**src/rtl/wb_gain_ctrl.sv**
```systemverilog
`default_nettype none
// ============================================================================
// Module      : wb_gain_ctrl
// Description : Gray-world auto-white-balance gain controller. Accumulates
//               per-channel pixel sums over a frame, then divides sequentially
//               (restoring, one quotient bit per cycle) to get
//               gain_r = sumG/sumR and gain_b = sumG/sumB. The gains are
//               published once per frame during vertical blank.
// Options     : define WB_GAIN_IIR_EN to smooth published gains with a
//               first-order IIR filter (new = old + (calc - old)/4).
// Revision    : 1.0 - initial release
// ============================================================================
module wb_gain_ctrl #(
  parameter int G_DATA_WIDTH = 8,
  parameter int G_COEF_WIDTH = 8,
  parameter int G_FRAC_WIDTH = 4,
  parameter int G_ACC_WIDTH  = 32
) (
  input  logic                    clk_i,
  input  logic                    rst_i,
  input  logic                    enable_i,
  input  logic                    frame_start_i,
  input  logic                    frame_end_i,
  input  logic                    data_valid_i,
  input  logic [G_DATA_WIDTH-1:0] r_i,
  input  logic [G_DATA_WIDTH-1:0] g_i,
  input  logic [G_DATA_WIDTH-1:0] b_i,
  output logic [G_COEF_WIDTH-1:0] gain_r_o,
  output logic [G_COEF_WIDTH-1:0] gain_g_o,
  output logic [G_COEF_WIDTH-1:0] gain_b_o,
  output logic                    update_o,
  output logic                    busy_o
);

  localparam int REM_W = G_ACC_WIDTH + G_FRAC_WIDTH;  // dividend/remainder
  localparam int QUO_W = G_COEF_WIDTH + 1;            // quotient incl. overflow bit
  localparam int CNT_W = $clog2(QUO_W);

  localparam logic [G_COEF_WIDTH-1:0] C_UNITY    = {{(G_COEF_WIDTH-1){1'b0}}, 1'b1} << G_FRAC_WIDTH;
  localparam logic [CNT_W-1:0]        C_LAST_BIT = CNT_W'(G_COEF_WIDTH);
  localparam logic [G_ACC_WIDTH-1:0]  C_ACC_ONE  = {{(G_ACC_WIDTH-1){1'b0}}, 1'b1};

  typedef enum logic [2:0] {
    S_IDLE   = 3'd0,
    S_ACCUM  = 3'd1,
    S_DIV_R  = 3'd2,
    S_DIV_B  = 3'd3,
    S_UPDATE = 3'd4
  } state_t;

  state_t r_state, w_state_nxt;

  logic [G_ACC_WIDTH-1:0]  r_sum_r, r_sum_g, r_sum_b, r_pix_cnt, w_cnt_nxt;
  logic [REM_W-1:0]        r_rem, w_rem_cur, w_rem_nxt, w_divisor_ext, w_dvd_hi_ext;
  logic [REM_W:0]          w_trial;
  logic [QUO_W-2:0]        r_quo;
  logic [QUO_W-1:0]        w_quo_nxt;
  logic [CNT_W-1:0]        r_bit;
  logic                    r_ovf, w_ovf, w_sat, w_ge, w_first, w_last;
  logic                    w_clear, w_add, w_div_active;
  logic [G_ACC_WIDTH-1:0]  w_divisor;
  logic [REM_W-1:0]        w_dividend;
  logic [QUO_W-1:0]        w_dvd_lo;
  logic [G_COEF_WIDTH-1:0] r_calc_r, w_calc, r_gain_r, r_gain_b;

  // Accumulator add that sticks at all-ones instead of wrapping.
  function automatic logic [G_ACC_WIDTH-1:0] sat_add(input logic [G_ACC_WIDTH-1:0] a,
                                                     input logic [G_ACC_WIDTH-1:0] b);
    logic [G_ACC_WIDTH:0] s;
    s = {1'b0, a} + {1'b0, b};
    return s[G_ACC_WIDTH] ? {G_ACC_WIDTH{1'b1}} : s[G_ACC_WIDTH-1:0];
  endfunction

`ifdef WB_GAIN_IIR_EN
  // One IIR step: cur + ((calc - cur) >>> 2) with a signed difference.
  function automatic logic [G_COEF_WIDTH-1:0] iir_step(input logic [G_COEF_WIDTH-1:0] cur,
                                                       input logic [G_COEF_WIDTH-1:0] calc);
    logic signed [G_COEF_WIDTH:0] diff;
    diff = $signed({1'b0, calc}) - $signed({1'b0, cur});
    diff = diff >>> 2;
    return cur + diff[G_COEF_WIDTH-1:0];
  endfunction
`endif

  // Frame bookkeeping: when sums restart and when a pixel is taken.
  always_comb begin
    w_clear   = enable_i && frame_start_i && ((r_state == S_IDLE) || (r_state == S_ACCUM));
    w_add     = (r_state == S_ACCUM) && enable_i && !frame_start_i && data_valid_i;
    w_cnt_nxt = w_add ? sat_add(r_pix_cnt, C_ACC_ONE) : r_pix_cnt;
  end

  // State register.
  always_ff @(posedge clk_i) begin
    if (rst_i) r_state <= S_IDLE;
    else       r_state <= w_state_nxt;
  end

  // Next-state logic; a pixel coincident with frame_end is counted via w_cnt_nxt.
  always_comb begin
    w_state_nxt = r_state;
    case (r_state)
      S_IDLE:   if (enable_i && frame_start_i) w_state_nxt = S_ACCUM;
      S_ACCUM: begin
        if (!enable_i)        w_state_nxt = S_IDLE;
        else if (frame_start_i) w_state_nxt = S_ACCUM;
        else if (frame_end_i) w_state_nxt = (w_cnt_nxt == '0) ? S_IDLE : S_DIV_R;
      end
      S_DIV_R:  if (w_last) w_state_nxt = S_DIV_B;
      S_DIV_B:  if (w_last) w_state_nxt = S_UPDATE;
      S_UPDATE: w_state_nxt = S_IDLE;
      default:  w_state_nxt = S_IDLE;
    endcase
  end

  // Per-channel sums and pixel count; frozen outside ACCUM.
  always_ff @(posedge clk_i) begin
    if (rst_i || w_clear) begin
      r_sum_r   <= '0;
      r_sum_g   <= '0;
      r_sum_b   <= '0;
      r_pix_cnt <= '0;
    end else if (w_add) begin
      r_sum_r   <= sat_add(r_sum_r, {{(G_ACC_WIDTH-G_DATA_WIDTH){1'b0}}, r_i});
      r_sum_g   <= sat_add(r_sum_g, {{(G_ACC_WIDTH-G_DATA_WIDTH){1'b0}}, g_i});
      r_sum_b   <= sat_add(r_sum_b, {{(G_ACC_WIDTH-G_DATA_WIDTH){1'b0}}, b_i});
      r_pix_cnt <= w_cnt_nxt;
    end
  end

  // One restoring-divide step. The dividend bits above the quotient window seed
  // the remainder on the first step; if they already reach the divisor the
  // quotient cannot fit and the result saturates.
  always_comb begin
    w_div_active  = (r_state == S_DIV_R) || (r_state == S_DIV_B);
    w_first       = (r_bit == C_LAST_BIT);
    w_last        = (r_bit == '0);
    w_divisor     = (r_state == S_DIV_B) ? r_sum_b : r_sum_r;
    w_divisor_ext = {{G_FRAC_WIDTH{1'b0}}, w_divisor};
    w_dividend    = {r_sum_g, {G_FRAC_WIDTH{1'b0}}};
    w_dvd_lo      = w_dividend[QUO_W-1:0];
    w_dvd_hi_ext  = {{QUO_W{1'b0}}, w_dividend[REM_W-1:QUO_W]};
    w_rem_cur     = w_first ? w_dvd_hi_ext : r_rem;
    w_trial       = {w_rem_cur, w_dvd_lo[r_bit]};
    w_ge          = (w_trial >= {1'b0, w_divisor_ext});
    w_rem_nxt     = REM_W'(w_ge ? (w_trial - {1'b0, w_divisor_ext}) : w_trial);
    w_quo_nxt     = {r_quo, w_ge};
    w_ovf         = w_first ? (w_dvd_hi_ext >= w_divisor_ext) : r_ovf;
    w_sat         = w_ovf || w_quo_nxt[QUO_W-1] || (w_divisor == '0);
    w_calc        = w_sat ? {G_COEF_WIDTH{1'b1}} : w_quo_nxt[G_COEF_WIDTH-1:0];
  end

  // Divider iteration registers; the bit counter re-arms for each divide.
  always_ff @(posedge clk_i) begin
    if (rst_i) begin
      r_rem    <= '0;
      r_quo    <= '0;
      r_ovf    <= 1'b0;
      r_bit    <= C_LAST_BIT;
      r_calc_r <= '0;
    end else if (w_div_active) begin
      r_rem <= w_rem_nxt;
      r_quo <= w_quo_nxt[QUO_W-2:0];
      r_ovf <= w_ovf;
      if (w_last) begin
        r_bit <= C_LAST_BIT;
        if (r_state == S_DIV_R) r_calc_r <= w_calc;
      end else begin
        r_bit <= r_bit - 1'b1;
      end
    end else begin
      r_bit <= C_LAST_BIT;
    end
  end

  // Published gains change only on the edge that enters UPDATE.
  always_ff @(posedge clk_i) begin
    if (rst_i) begin
      r_gain_r <= C_UNITY;
      r_gain_b <= C_UNITY;
    end else if ((r_state == S_DIV_B) && w_last) begin
`ifdef WB_GAIN_IIR_EN
      r_gain_r <= iir_step(r_gain_r, r_calc_r);
      r_gain_b <= iir_step(r_gain_b, w_calc);
`else
      r_gain_r <= r_calc_r;
      r_gain_b <= w_calc;
`endif
    end
  end

  assign gain_r_o = r_gain_r;
  assign gain_g_o = C_UNITY;
  assign gain_b_o = r_gain_b;
  assign update_o = (r_state == S_UPDATE);
  assign busy_o   = (r_state == S_DIV_R) || (r_state == S_DIV_B) || (r_state == S_UPDATE);

endmodule
`default_nettype wire

```
**config.mk**
```make
export PLATFORM = sky130hd
export DESIGN_NAME = wb_gain_ctrl
export DESIGN_NICKNAME = d
export VERILOG_FILES = /design/src/rtl/wb_gain_ctrl.sv
export SDC_FILE = /design/constraint.sdc
export NUM_CORES = 1
export LEC_CHECK = 0
export BUFFER_PORTS_ARGS = -buffer_cell sky130_fd_sc_hd__clkbuf_2
export CORE_MARGIN = 2
export CORE_UTILIZATION = 25
export DETAILED_ROUTE_END_ITERATION = 12
export GPL_TIMING_DRIVEN = 1
export HOLD_SLACK_MARGIN = 0.15
export SYNTH_ARGS = -nofsm -noshare
export SYNTH_HDL_FRONTEND = slang
export SYNTH_SLANG_ARGS = --single-unit
```
**constraint.sdc**
```tcl
create_clock -name clk_i -period 11.5 [get_ports clk_i]
set_clock_uncertainty 0.1 [all_clocks]
set_input_delay 1.15 -clock clk_i [delete_from_list [all_inputs] [get_ports clk_i]]
set_output_delay 1.15 -clock clk_i [all_outputs]
set_load 0.01 [all_outputs]
```
==> Word level (Yosys, flattened, before mapping) <==
Index checks and enable logic that the tools add are counted.
{ "totals": {"reg_bits": 204, "word_cells": 71, "output_inout_bits": 26, "input_bits": 30} }
{ "op_classes": {"muxes": 20, "n_eq_ne": 9, "order_cmp": 3, "bitwise_logic": 1, "add_sub_neg": 6, "n_reduce_logical": 20} }
{ "op_table": {"columns": ["cell", "count"], "rows": [
  ["two-way mux 32 bit", 6],
  ["adder 32 x 8 -> 33 bit", 3],
  ["two-way mux 36 bit", 2],
  ["logical NOT 32 bit", 2],
  ["greater-or-equal comparator 37 x 32 -> 1 bit", 1],
  ["subtractor 36 x 32 -> 36 bit", 1],
  ["adder 32 x 1 -> 33 bit, second input constant", 1],
  ["greater-or-equal comparator 27 x 32 -> 1 bit", 1],
  ["two-way mux 3 bit", 6],
  ["case mux 3 bit (4 select lines)", 1],
  ["two-way mux 8 bit", 1],
  ["== test 3 x 2 -> 1 bit, second input constant", 2],
  ["logical AND 1 bit", 6],
  ["logical OR 1 bit", 6],
  ["< comparator 4 x 5 -> 1 bit, second input constant", 1],
  ["binary-select mux 1 bit (select 4 bit)", 1],
  ["== test 4 bit, second input constant", 1],
  ["logical NOT 4 bit", 1],
  ["inequality test 2 bit, second input constant", 2],
  ["inequality test 4 bit, second input constant", 1],
  ["AND reduction 4 bit", 1],
  ["subtractor 4 x 1 -> 4 bit, second input constant", 1],
  ["== test 3 x 1 -> 1 bit, second input constant", 1],
  ["== test 3 bit, second input constant", 1],
  ["8 further kinds", 9]
]} }

==> Longest topological paths before layout <==
Gate-level depths: netlist (run 1).
{ "depth": {"depth_word": 11, "ltp_mapped": 20, "ltp_nobuf": 15} }

==> Worst setup path before layout (run 1) <==
OpenSTA, ideal clock, no wires.
{ "synth_timing": {"path_type": "register to register", "start": "register r_bit[0]", "end": "register r_rem[34]", "arrival_ns": 3.767, "path_buffers": 3, "t_required_ns": 11.319, "path_stages_with_launch": 19, "setup_ns": 0.081, "synth_period_minus_slack_ns": 3.948, "path_slack_ns": 7.552, "path_cell_list": "dfxtp_1 > inv_1 > ha_1 > and3b_1 > clkbuf_1 > clkbuf_1 > nand2_1 > nand2_1 > ha_1 > clkbuf_1 > nand2_1 > nor3_1 > o211ai_1 > and4b_1 > nor3_1 > a21boi_4 > a2111oi_4 > mux2_2 > a41oi_1"} }
{ "synth_via": {"elab_chain_len": 4, "word_cells_on_any_way": 7, "cone_classes": "add/sub (1); order compare (1); eq/ne (1); mux (4)"} }
{ "synth_lines": {"columns": ["item", "line_no", "source"], "rows": [
  ["start, declared", "58", "logic [CNT_W-1:0] r_bit;"],
  ["start signal, assigned", "168", "r_bit <= r_bit - 1'b1;"],
  ["binary-select mux 1 bit (select 4 bit) or == test 4 bit (tied branches)", "143, 135", null],
  ["two-way mux 1 bit (implied by the code) or two-way mux 36 bit (tied branches)", "143, 142", null],
  ["subtractor 36 x 32 -> 36 bit or greater-or-equal comparator 37 x 32 -> 1 bit (tied branches)", "145, 144", null],
  ["two-way mux 36 bit *", "145", "w_rem_nxt = REM_W'(w_ge ? (w_trial - {1'b0, w_divisor_ext}) : w_trial);"],
  ["end signal, assigned", "161", "r_rem <= w_rem_nxt;"],
  ["end, declared", "54", "logic [REM_W-1:0] r_rem, w_rem_cur, w_rem_nxt, w_divisor_ext, w_dvd_hi_ext;"]
]} }
Every way passes the cells marked *; elsewhere a longest branch is shown, timed or not. The select of a mux whose other input is x is not followed.
A chain may end at the register's enable or synchronous reset.

==> Worst setup path in the final report (run 1) <==
{ "layout_timing": {"start": "register r_state[1]", "end": "register r_rem[34]"} }
{ "layout_via": {"elab_chain_len": 4, "word_cells_on_any_way": 7, "cone_classes": "add/sub (1); order compare (1); eq/ne (2); mux (2); reduce/logical (1)"} }
{ "layout_lines": {"columns": ["item", "line_no", "source"], "rows": [
  ["start, declared", "51", "state_t r_state, w_state_nxt;"],
  ["start signal, assigned", "95", "else r_state <= w_state_nxt;"],
  ["== test 3 x 2 -> 1 bit", "134, 137", null],
  ["two-way mux 32 bit", "137", "w_divisor = (r_state == S_DIV_B) ? r_sum_b : r_sum_r;"],
  ["subtractor 36 x 32 -> 36 bit or greater-or-equal comparator 37 x 32 -> 1 bit (tied branches)", "145, 144", null],
  ["two-way mux 36 bit", "145", null]
]} }
Parallel ways exist; a longest one is shown, timed or not.

==> run summary, run 1 <==
TritonCTS built the clock tree. The hold-fix buffer count after cts was 0. The detailed-routing iteration count for the pre-antenna-repair pass is 5, and the die outline width is 235.5 µm.

In this run the worst path has a maximum fanout of 36. The delay of the slowest cell on the worst path is 0.61 ns. At the later pin of the worst-skew pair, clock insertion delay measures 0.57 ns. The share of the synthesized area in the top cell type was 0.3048; the fraction of the yosys area taken by sequential cells was 0.3048.

For this block, the routed nets add up to 39520 µm of wire. In this run the power density over the cells is 107.8 nW/µm². For the max-slew violation total from the final report, the log shows 0.

Setup violations remaining at the end of the flow were counted as 0. The utilization after layout came out at 0.2844. The critical path is of the reg2reg type. The share of synthesized flip-flops with an asynchronous set or reset came out at 0. The worst-case IR drop observed on VDD is 0.1035 mV. The number of levels in the clock H-tree came out at 1. The routed layout has 12.51k vias. Counting flops with a built-in enable in the synthesized netlist gives 0. Commonest non-fill, non-tap cell in the layout: sky130_fd_sc_hd__nand2_1. The tools report the worst-case clock buffer depth as 3. The adder and majority cell fraction of the synthesized area is 0.08583.

The mean instance size in the synthesized netlist was 7.866 µm²; the xor-xnor portion of the synthesized cell area was 0.07192. Number of storage elements in the synthesis netlist: 204. By area the synthesized netlist is led by sky130_fd_sc_hd__dfxtp_1 30%, sky130_fd_sc_hd__ha_1 7.8%, sky130_fd_sc_hd__nand2_1 5.8%. Counting I/O delays and the setup requirement, the final critical path takes 5.610 ns.

Clock tree synthesis selected as its root buffer the cell sky130_fd_sc_hd__clkbuf_16. The effective utilization at floorplan is 0.2539, and the clock slew seen by the registers of the worst setup and hold paths is 0.06 ns. The slowest stage of the critical path belongs to the cell sky130_fd_sc_hd__a311oi_1.

For the worst setup path, the data required time is 11.85 ns. At the worst endpoint, the arrival time is 5.96 ns. Fraction of the cycle the final worst path needs: 0.4878.

The register area came out at 4084 µm². The post-synthesis mux area share is 0.04184. The total of buffers placed on input and output ports was 47; the relative slew slack was 0.2782. The HPWL after detailed placement is 29040 µm. Once the clock tree was built, the resizer swapped 0 gates to a different size.

The final-stage net count came out at 1814. The average wire length per cell after detail routing came out at 16.45 µm. The most used flip-flop cell after synthesis is sky130_fd_sc_hd__dfxtp_1. The fraction of the mapped netlist area in compound gates works out to 0.2143. The post-synthesis share of cell area spent on and, or, nand and nor gates came out at 0.2319.

For the number of warning messages in the yosys log, the log shows 0. The logs give 0 for the number of antenna violations at the first check in global routing and 79 for the number of library cell types mapped by synthesis. The flow ran to the end, and the final reports show no timing, DRC or antenna violations.

The tools report the worst hold margin as 0.3558 ns. After the first detailed-routing iteration, the DRC count stood at 1005. The worst-margin pin slew works out to 1.083 ns.

The number of hold violations in the final report was 0; the total routing usage reported by global routing was 0.1384. After routing, the total negative slack on setup checks comes to 0 ns. Synthesis handed over a netlist of 1703 instances. After synthesis, the largest family of logic cells by area is simple AND/OR/NAND/NOR gates.

The library cells used most frequently in the layout, excluding fill and tap cells, are 206 x sky130_fd_sc_hd__nand2_1, 204 x sky130_fd_sc_hd__dfxtp_1, 167 x sky130_fd_sc_hd__nor2_1. The worst setup path is captured at a flop. The tools report the total clock buffers created by CTS as 25.

Setup repair after global routing left no endpoint under its margin. The multi-input combinational cells in the finished layout cover a total of 8711 µm². In this run the cell area of the synthesized design comes to 13400 µm². Synthesis-to-layout area growth: 12.02%. The post-route total power is 0.001617 W. Traced cell by cell, the critical path runs through nand2b_1 > buf_4 > nor2_1 > nor2_1 > a21oi_1 > ha_1 > nand2b_1 > nand2_1 > a311oi_1 > a41oi_1 > a21o_1 > a21boi_4 > buf_4 > a2111oi_4 > mux2_2 > a41oi_1.

The tools report the wire length of the first global-routing pass as 63400 µm. Total congestion overflow after global routing: 0. The dominant cell type by area after synthesis is sky130_fd_sc_hd__dfxtp_1.

The die footprint was 55450 µm²; the placer's final routability congestion estimate was 0.9300. The top achievable clock speed came out at 178.3 MHz. The tightest min-delay check is of the reg2reg type. Placement row count: 84. For the post-CTS setup buffer count, the log shows 0. For the area of the core, the log shows 52760 µm².

In the routed layout, each cell is associated on average with a via count of 5.207. During I/O placement, the number of pins put on the boundary was 56. The number of DRC violations after detailed routing is 0, and the static leakage is 6.055 nW.

Entering global routing, the biggest net connects 56 pins. 0 antenna diodes ended up in the layout. Counting the fill cells in the layout gives 5747.

Layout cell share with drive strength beyond 1: 0.08222. The category of the worst setup path launch point is a flop. Once detail routing completed, the nets flagged for antenna violations numbered 0. The number of violations of the max-capacitance limit came out at 0.

The total clock sinks is 204, and the via count of the first global-routing pass is 11.82k. Vertical die dimension: 235.5 µm.
area by class of cell:
cell class,count,area share
clock inverter,8,0.006003
multi-input combinational,1352,0.5805
timing repair buffer,62,0.02301
clock buffer,37,0.04802
tap,688,0.05736
sequential,204,0.2721
inverter,52,0.01301
kinds of logic (layout without fill, tap and decap cells):
group                    count (synthesis)  count (layout)
XOR/XNOR                               110             110
other                                    2               8
AO/OA/AOI/OAI                          442             442
buffers and inverters                  153             159
adder cells (fa/ha/maj)                 90              90
AND/OR/NAND/NOR                        649             649
flip-flops                             204             204
multiplexers                            53              53
power breakdown:
part / leakage [nW] / internal (W) / switching, W
combinational: 4.02 / 0.0000467 / 0.0000728
sequential: 1.64 / 0.000709 / 0.00000346
clock: 0.396 / 0.000458 / 0.000327
cell usage after synthesis, types with 16 or more instances:
cell type	n
sky130_fd_sc_hd__nand2_1	206
sky130_fd_sc_hd__dfxtp_1	204
sky130_fd_sc_hd__nor2_1	168
sky130_fd_sc_hd__a21oi_1	151
sky130_fd_sc_hd__ha_1	83
sky130_fd_sc_hd__o21ai_0	72
sky130_fd_sc_hd__clkbuf_1	68
sky130_fd_sc_hd__xnor2_1	67
sky130_fd_sc_hd__nand3_1	60
sky130_fd_sc_hd__nor3_1	54
sky130_fd_sc_hd__inv_1	52
sky130_fd_sc_hd__mux2i_1	47
sky130_fd_sc_hd__xor2_1	43
sky130_fd_sc_hd__a211oi_1	42
sky130_fd_sc_hd__a31oi_1	39
sky130_fd_sc_hd__and3_1	30
sky130_fd_sc_hd__a21o_1	29
sky130_fd_sc_hd__nand4_1	29
sky130_fd_sc_hd__and2_1	16
sky130_fd_sc_hd__nor4_1	16
state kept, by name (all words and copies together), names as in the netlist, 3 cells and up:
register / count
r_rem: 36
r_pix_cnt: 32
r_sum_b: 32
r_sum_g: 32
r_sum_r: 32
gain_b_o: 8
gain_r_o: 8
r_calc_r: 8
r_quo: 8
r_bit: 4
r_state: 3
layer usage:
layer	GRT usage	vias to the layer above	share of wire
li1	-	6122	-
met1	0.1968	5965	0.49
met2	0.2156	365	0.42
met3	0.02017	61	0.058
met4	0.04111	0	0.026
met5	0	-	0
final timing paths:
| path | startpoint | end | slack (ns) | cells after the start |
|---|---|---|---|---|
| min | r_calc_r[0] | gain_r_o[0] | 0.36 | 2 |
| max reg2reg | r_state[1] | r_rem[34] | 5.89 | 16 |
| min reg2reg | r_calc_r[0] | gain_r_o[0] | 0.36 | 2 |
| max | r_state[1] | r_rem[34] | 5.89 | 16 |
critical path, delay by kind of cell (launching register included):
kind / cells / cell delay (ns)
AO/OA/AOI/OAI: 7 / 2.46
adder cells (fa/ha/maj): 1 / 0.35
buffers and inverters: 2 / 0.80
flip-flops: 1 / 0.52
multiplexers: 1 / 0.32
AND/OR/NAND/NOR: 5 / 0.92
metrics by stage:
stage	cells	setup WS [ns]	cell area, µm²
after CTS	2402	6.061	15000
after detailed placement	2357	6.118	14190
final	2403	5.890	15010
after global placement	2357	6.261	14190
after floorplan	1709	7.552	13420
after global routing	2403	5.470	15010
Note: power is estimated with default switching activity, not from simulation.
==> inputs of run 2 (changes only) <==
--- a/config.mk
+++ b/config.mk
@@ -5,6 +5,7 @@
 export SDC_FILE = /design/constraint.sdc
 export NUM_CORES = 1
 export LEC_CHECK = 0
+export ABC_AREA = 1
 export BUFFER_PORTS_ARGS = -buffer_cell sky130_fd_sc_hd__clkbuf_2
 export CORE_MARGIN = 2
 export CORE_UTILIZATION = 25
==> constraint.sdc (replaced) <==
create_clock -name clk_i -period 5 [get_ports clk_i]
set_clock_uncertainty 0.1 [all_clocks]
set_input_delay 0.5 -clock clk_i [delete_from_list [all_inputs] [get_ports clk_i]]
set_output_delay 0.5 -clock clk_i [all_outputs]
set_load 0.01 [all_outputs]
==> run summary, run 2 <==
The run gives 3 (unchanged) as the worst-case clock buffer depth. For hold timing, the worst endpoint is r_state[0]. The source-to-sink clock delay at the later pin of the worst-skew pair is 0.57 ns (about the same), and the fraction of the mapped netlist area in compound gates is 0.1705 (-0.04371).

The post-place instance area is 16170 µm² (+14%). The flow ran to the end, and the final reports show no timing, DRC or antenna violations. The run gives 0 (unchanged) as the number of diodes added for antenna fixing.

The clock slew seen by the registers of the worst setup and hold paths works out to 0.06 ns (about the same). The post-synthesis mux area share came out at 0.005921 (-0.03592). The mean instance size in the synthesized netlist is 6.246 µm² (-21%).

Hold-fix buffer count after cts: 0 (unchanged). The cell count of the worst hold path came out at 4 (+2). The worst min-delay path class was in2reg. For the max-slew violation total from the final report, the log shows 0 (unchanged). Largest vdd supply drop: 0.2796 mV (+170%). Yosys attributes the largest share of cell area to sky130_fd_sc_hd__dfxtp_1 27%, sky130_fd_sc_hd__nand2_1 14%, sky130_fd_sc_hd__inv_1 8.0%. The fraction of the yosys area taken by sequential cells was 0.2684 (-0.03645).

Sorting the synthesized cells by how often they occur yields 583 x sky130_fd_sc_hd__nand2_1, 324 x sky130_fd_sc_hd__inv_1, 272 x sky130_fd_sc_hd__nor2_1. The worst setup path is launched from a flop. For the via count of the first global-routing pass, the log shows 14.59k (+23%). The power density of the placed cells came out at 231.5 nW/µm² (+110%). For the number of nets with antenna violations after routing, the log shows 0 (unchanged). The number of storage elements in the synthesis netlist was 204 (unchanged). Clock tree synthesis selected as its root buffer the cell sky130_fd_sc_hd__clkbuf_16. Area of the core: 60250 µm² (+14%).

The share of synthesized flip-flops with an asynchronous set or reset was 0 (unchanged). The post-synthesis share of cell area spent on and, or, nand and nor gates was 0.3273 (+0.09537). The synthesized instance count is 2436 (+43%). The critical path starts at r_bit[0]. For the placement row count, the log shows 90 (+7.1%). The maximum fanout along the worst path came out at 39 (+8.3%). The netlist area before placement came out at 15220 µm² (+14%). The combinational family with the most area after synthesis is simple AND/OR/NAND/NOR gates. The layout cell share with drive strength beyond 1 was 0.06169 (-0.02053). The count of flip-flops with a built-in enable after synthesis works out to 0 (unchanged).

The xor-xnor portion of the synthesized cell area was 0.04375 (-0.02817). The tools report the startpoint of the worst register-to-register path as r_bit[0]. The number of flip-flops under the largest register name was 36 (unchanged); the detailed-routing iteration count for the pre-antenna-repair pass was 7 (+2). The run gives 15.59k (+25%) as the via total after detailed routing.

Post-detailed-routing wire length: 47590 µm (+20%). The register name with the most flops was r_rem. The setup violation total in the final timing report is 0 (unchanged), and the final worst slack is 0.7713 ns (-5.119 ns). The share of the synthesized area in the top cell type works out to 0.2684 (-0.03645). The total clock sinks was 204 (unchanged); the half-perimeter wire length after detailed placement was 36220 µm (+25%). The worst setup path is captured at a flop.

The effective utilization at floorplan is 0.2526 (-0.001348), and the data required time of the worst path is 5.34 ns (-6.51 ns). The logs give 0 (unchanged) for the number of gates resized after cts and 0 (unchanged) for the number of DRC violations after detailed routing. The number of warning messages in the yosys log came out at 0 (unchanged). For the top achievable clock speed, the log shows 236.5 MHz (+33%).

The number of I/O pins was 56 (unchanged); the largest net degree at the start of global routing was 85 (+52%). The final sum of negative setup slack was 0 ns (unchanged). Of all cell types, the one taking the most synthesized area is sky130_fd_sc_hd__dfxtp_1. The number of hold violations in the final report was 0 (unchanged). The number of placed cells counting well taps came out at 3203 (+36%). The run gives 0.9651 (+3.8%) as the placer's final routability congestion estimate. TritonCTS built the clock tree.

The die outline width is 250.7 µm (+6.5%). The adder and majority cell fraction of the synthesized area works out to 0.07351 (-0.01232). The routed via count divided by cell count is 4.803 (-7.8%). For the total clock buffers created by CTS, the log shows 24 (-4.0%). The worst endpoint data arrival time was 4.57 ns (-1.39 ns). Prevailing post-synth register cell: sky130_fd_sc_hd__dfxtp_1. The run gives 76900 µm (+21%) as the wire length of the first global-routing pass. The number of library cell types mapped by synthesis was 56 (-29%); the fraction of the cycle the final worst path needs was 0.8457 (+0.3579).

For the register-to-register path setup slack, the log shows 0.77 ns (-5.12 ns). Die footprint: 62850 µm² (+13%). Non-filler instance count after layout: 3246 (+35%). The worst slack at placement was 0.8003 ns (-5.317 ns). Static leakage: 7.778 nW (+28%).

The library cells used most frequently in the layout, excluding fill and tap cells, are 583 x sky130_fd_sc_hd__nand2_1, 324 x sky130_fd_sc_hd__inv_1, 271 x sky130_fd_sc_hd__nor2_1. The relative slew slack is 0.2186 (-0.05959), and the synthesis-to-layout area growth is 11.70%. The critical path is of the reg2reg type. Number of cells on the worst reg-to-reg path: 18 (+2). Setup repair after global routing left no endpoint under its margin. The hold path startpoint is frame_end_i. The final critical-path required period is 4.229 ns (-1.381 ns), and the number of levels in the clock H-tree is 1 (unchanged).

The worst hold margin is 0.2291 ns (-0.1266 ns), and the vertical die dimension is 250.7 µm (+6.5%). The most frequent cell after synthesis is sky130_fd_sc_hd__nand2_1. The worst-margin pin slew is 1.161 ns (+0.07868 ns). Commonest non-fill, non-tap cell in the layout: sky130_fd_sc_hd__nand2_1. The run gives 0 (unchanged) as the number of violations of the max-capacitance limit. The tools report the post-CTS setup buffer count as 0 (unchanged).

The number of antenna violations at the first check in global routing was 0 (unchanged). The total routing usage reported by global routing is 0.1500 (+0.01160), and the final design area excluding fillers is 17000 µm² (+13%). The total of buffers placed on input and output ports came out at 47 (unchanged). The average wire length per cell after detail routing was 14.66 µm (-11%). In this run the critical register-to-register path is captured at r_rem[13].

The first-iteration detailed-routing DRC count is 1055 (+5.0%), and the final-stage net count is 2564 (+41%). Total congestion overflow after global routing: 0 (unchanged).
## run 2: cell count changes after synthesis, moves of 29 or more
cell	previous run	this run
sky130_fd_sc_hd__a211oi_1	42	7
sky130_fd_sc_hd__a21oi_1	151	189
sky130_fd_sc_hd__and3_1	30	1
sky130_fd_sc_hd__inv_1	52	324
sky130_fd_sc_hd__mux2i_1	47	9
sky130_fd_sc_hd__nand2_1	206	583
sky130_fd_sc_hd__nand3_1	60	131
sky130_fd_sc_hd__nand4_1	29	62
sky130_fd_sc_hd__nor2_1	168	272
sky130_fd_sc_hd__o21ai_0	72	184
sky130_fd_sc_hd__xnor2_1	67	29
## run 2: worst max-delay path, stage by stage, from the launching register on
cell and delay [ns]:
sky130_fd_sc_hd__dfxtp_1 0.41, sky130_fd_sc_hd__inv_1 0.10, sky130_fd_sc_hd__ha_1 0.24, sky130_fd_sc_hd__nand3_2 0.10, sky130_fd_sc_hd__clkinv_1 0.32, sky130_fd_sc_hd__o21ai_0 0.42
sky130_fd_sc_hd__ha_1 0.35, sky130_fd_sc_hd__a21oi_1 0.20, sky130_fd_sc_hd__o21ai_0 0.15, sky130_fd_sc_hd__a21oi_1 0.22, sky130_fd_sc_hd__o21ai_0 0.14, sky130_fd_sc_hd__nand2_1 0.08
sky130_fd_sc_hd__nand2_1 0.08, sky130_fd_sc_hd__a21oi_4 0.15, sky130_fd_sc_hd__nand2_4 0.14, sky130_fd_sc_hd__inv_2 0.51, sky130_fd_sc_hd__o21ai_0 0.18, sky130_fd_sc_hd__o21ai_0 0.17
sky130_fd_sc_hd__inv_1 0.05
## run 2: worst max path at each step
stage / slack [ns] / to / cells past startpoint
floorplan: 1.46 / r_rem[17] / 25
global placement: 0.82 / r_rem[13] / 17
detailed placement: 0.80 / r_rem[15] / 17
CTS: 0.77 / r_rem[10] / 17
global route: 0.38 / r_rem[15] / 17
finish: 0.77 / r_rem[13] / 18
## run 2: kinds of logic after synthesis
family / Yosys count
flip-flops: 204
AND/OR/NAND/NOR: 1164
XOR/XNOR: 76
AO/OA/AOI/OAI: 473
buffers and inverters: 421
other: 2
multiplexers: 9
adder cells (fa/ha/maj): 87
## run 2: power by group
| part | switching (W) | internal [W] |
|---|---|---|
| clock network | 0.000789 | 0.00109 |
| logic | 0.000286 | 0.000124 |
| registers | 0.00000979 | 0.00163 |
| total | 0.00108 | 0.00285 |
## run 2: final cells by class
cell class                      instances  area (µm²)
Sequential cell                       204        4084
Inverter                              339        1274
Fill cell                            6702       43250
Multi-Input combinational cell       1817        9485
Tap cell                              782       978.4
Timing Repair Buffer                   61       352.8
Clock inverter                         18       217.7
Clock buffer                           25       604.3
## run 2: metal layers
metal	vias to the layer above	routed length, µm	track usage
li1	8015	-	-
met3	88	2160	0.01611
met5	-	0	0
met1	7122	21570	0.1933
met2	364	21880	0.2533
met4	0	1984	0.06467
## run 2: through the flow
stage | util | total power, W
global route | 0.2821 | 0.004091
detailed placement | 0.2685 | 0.002086
CTS | 0.2821 | 0.003979
finish | 0.2821 | 0.003935
global placement | 0.2685 | 0.002088
floorplan | - | 0.001974
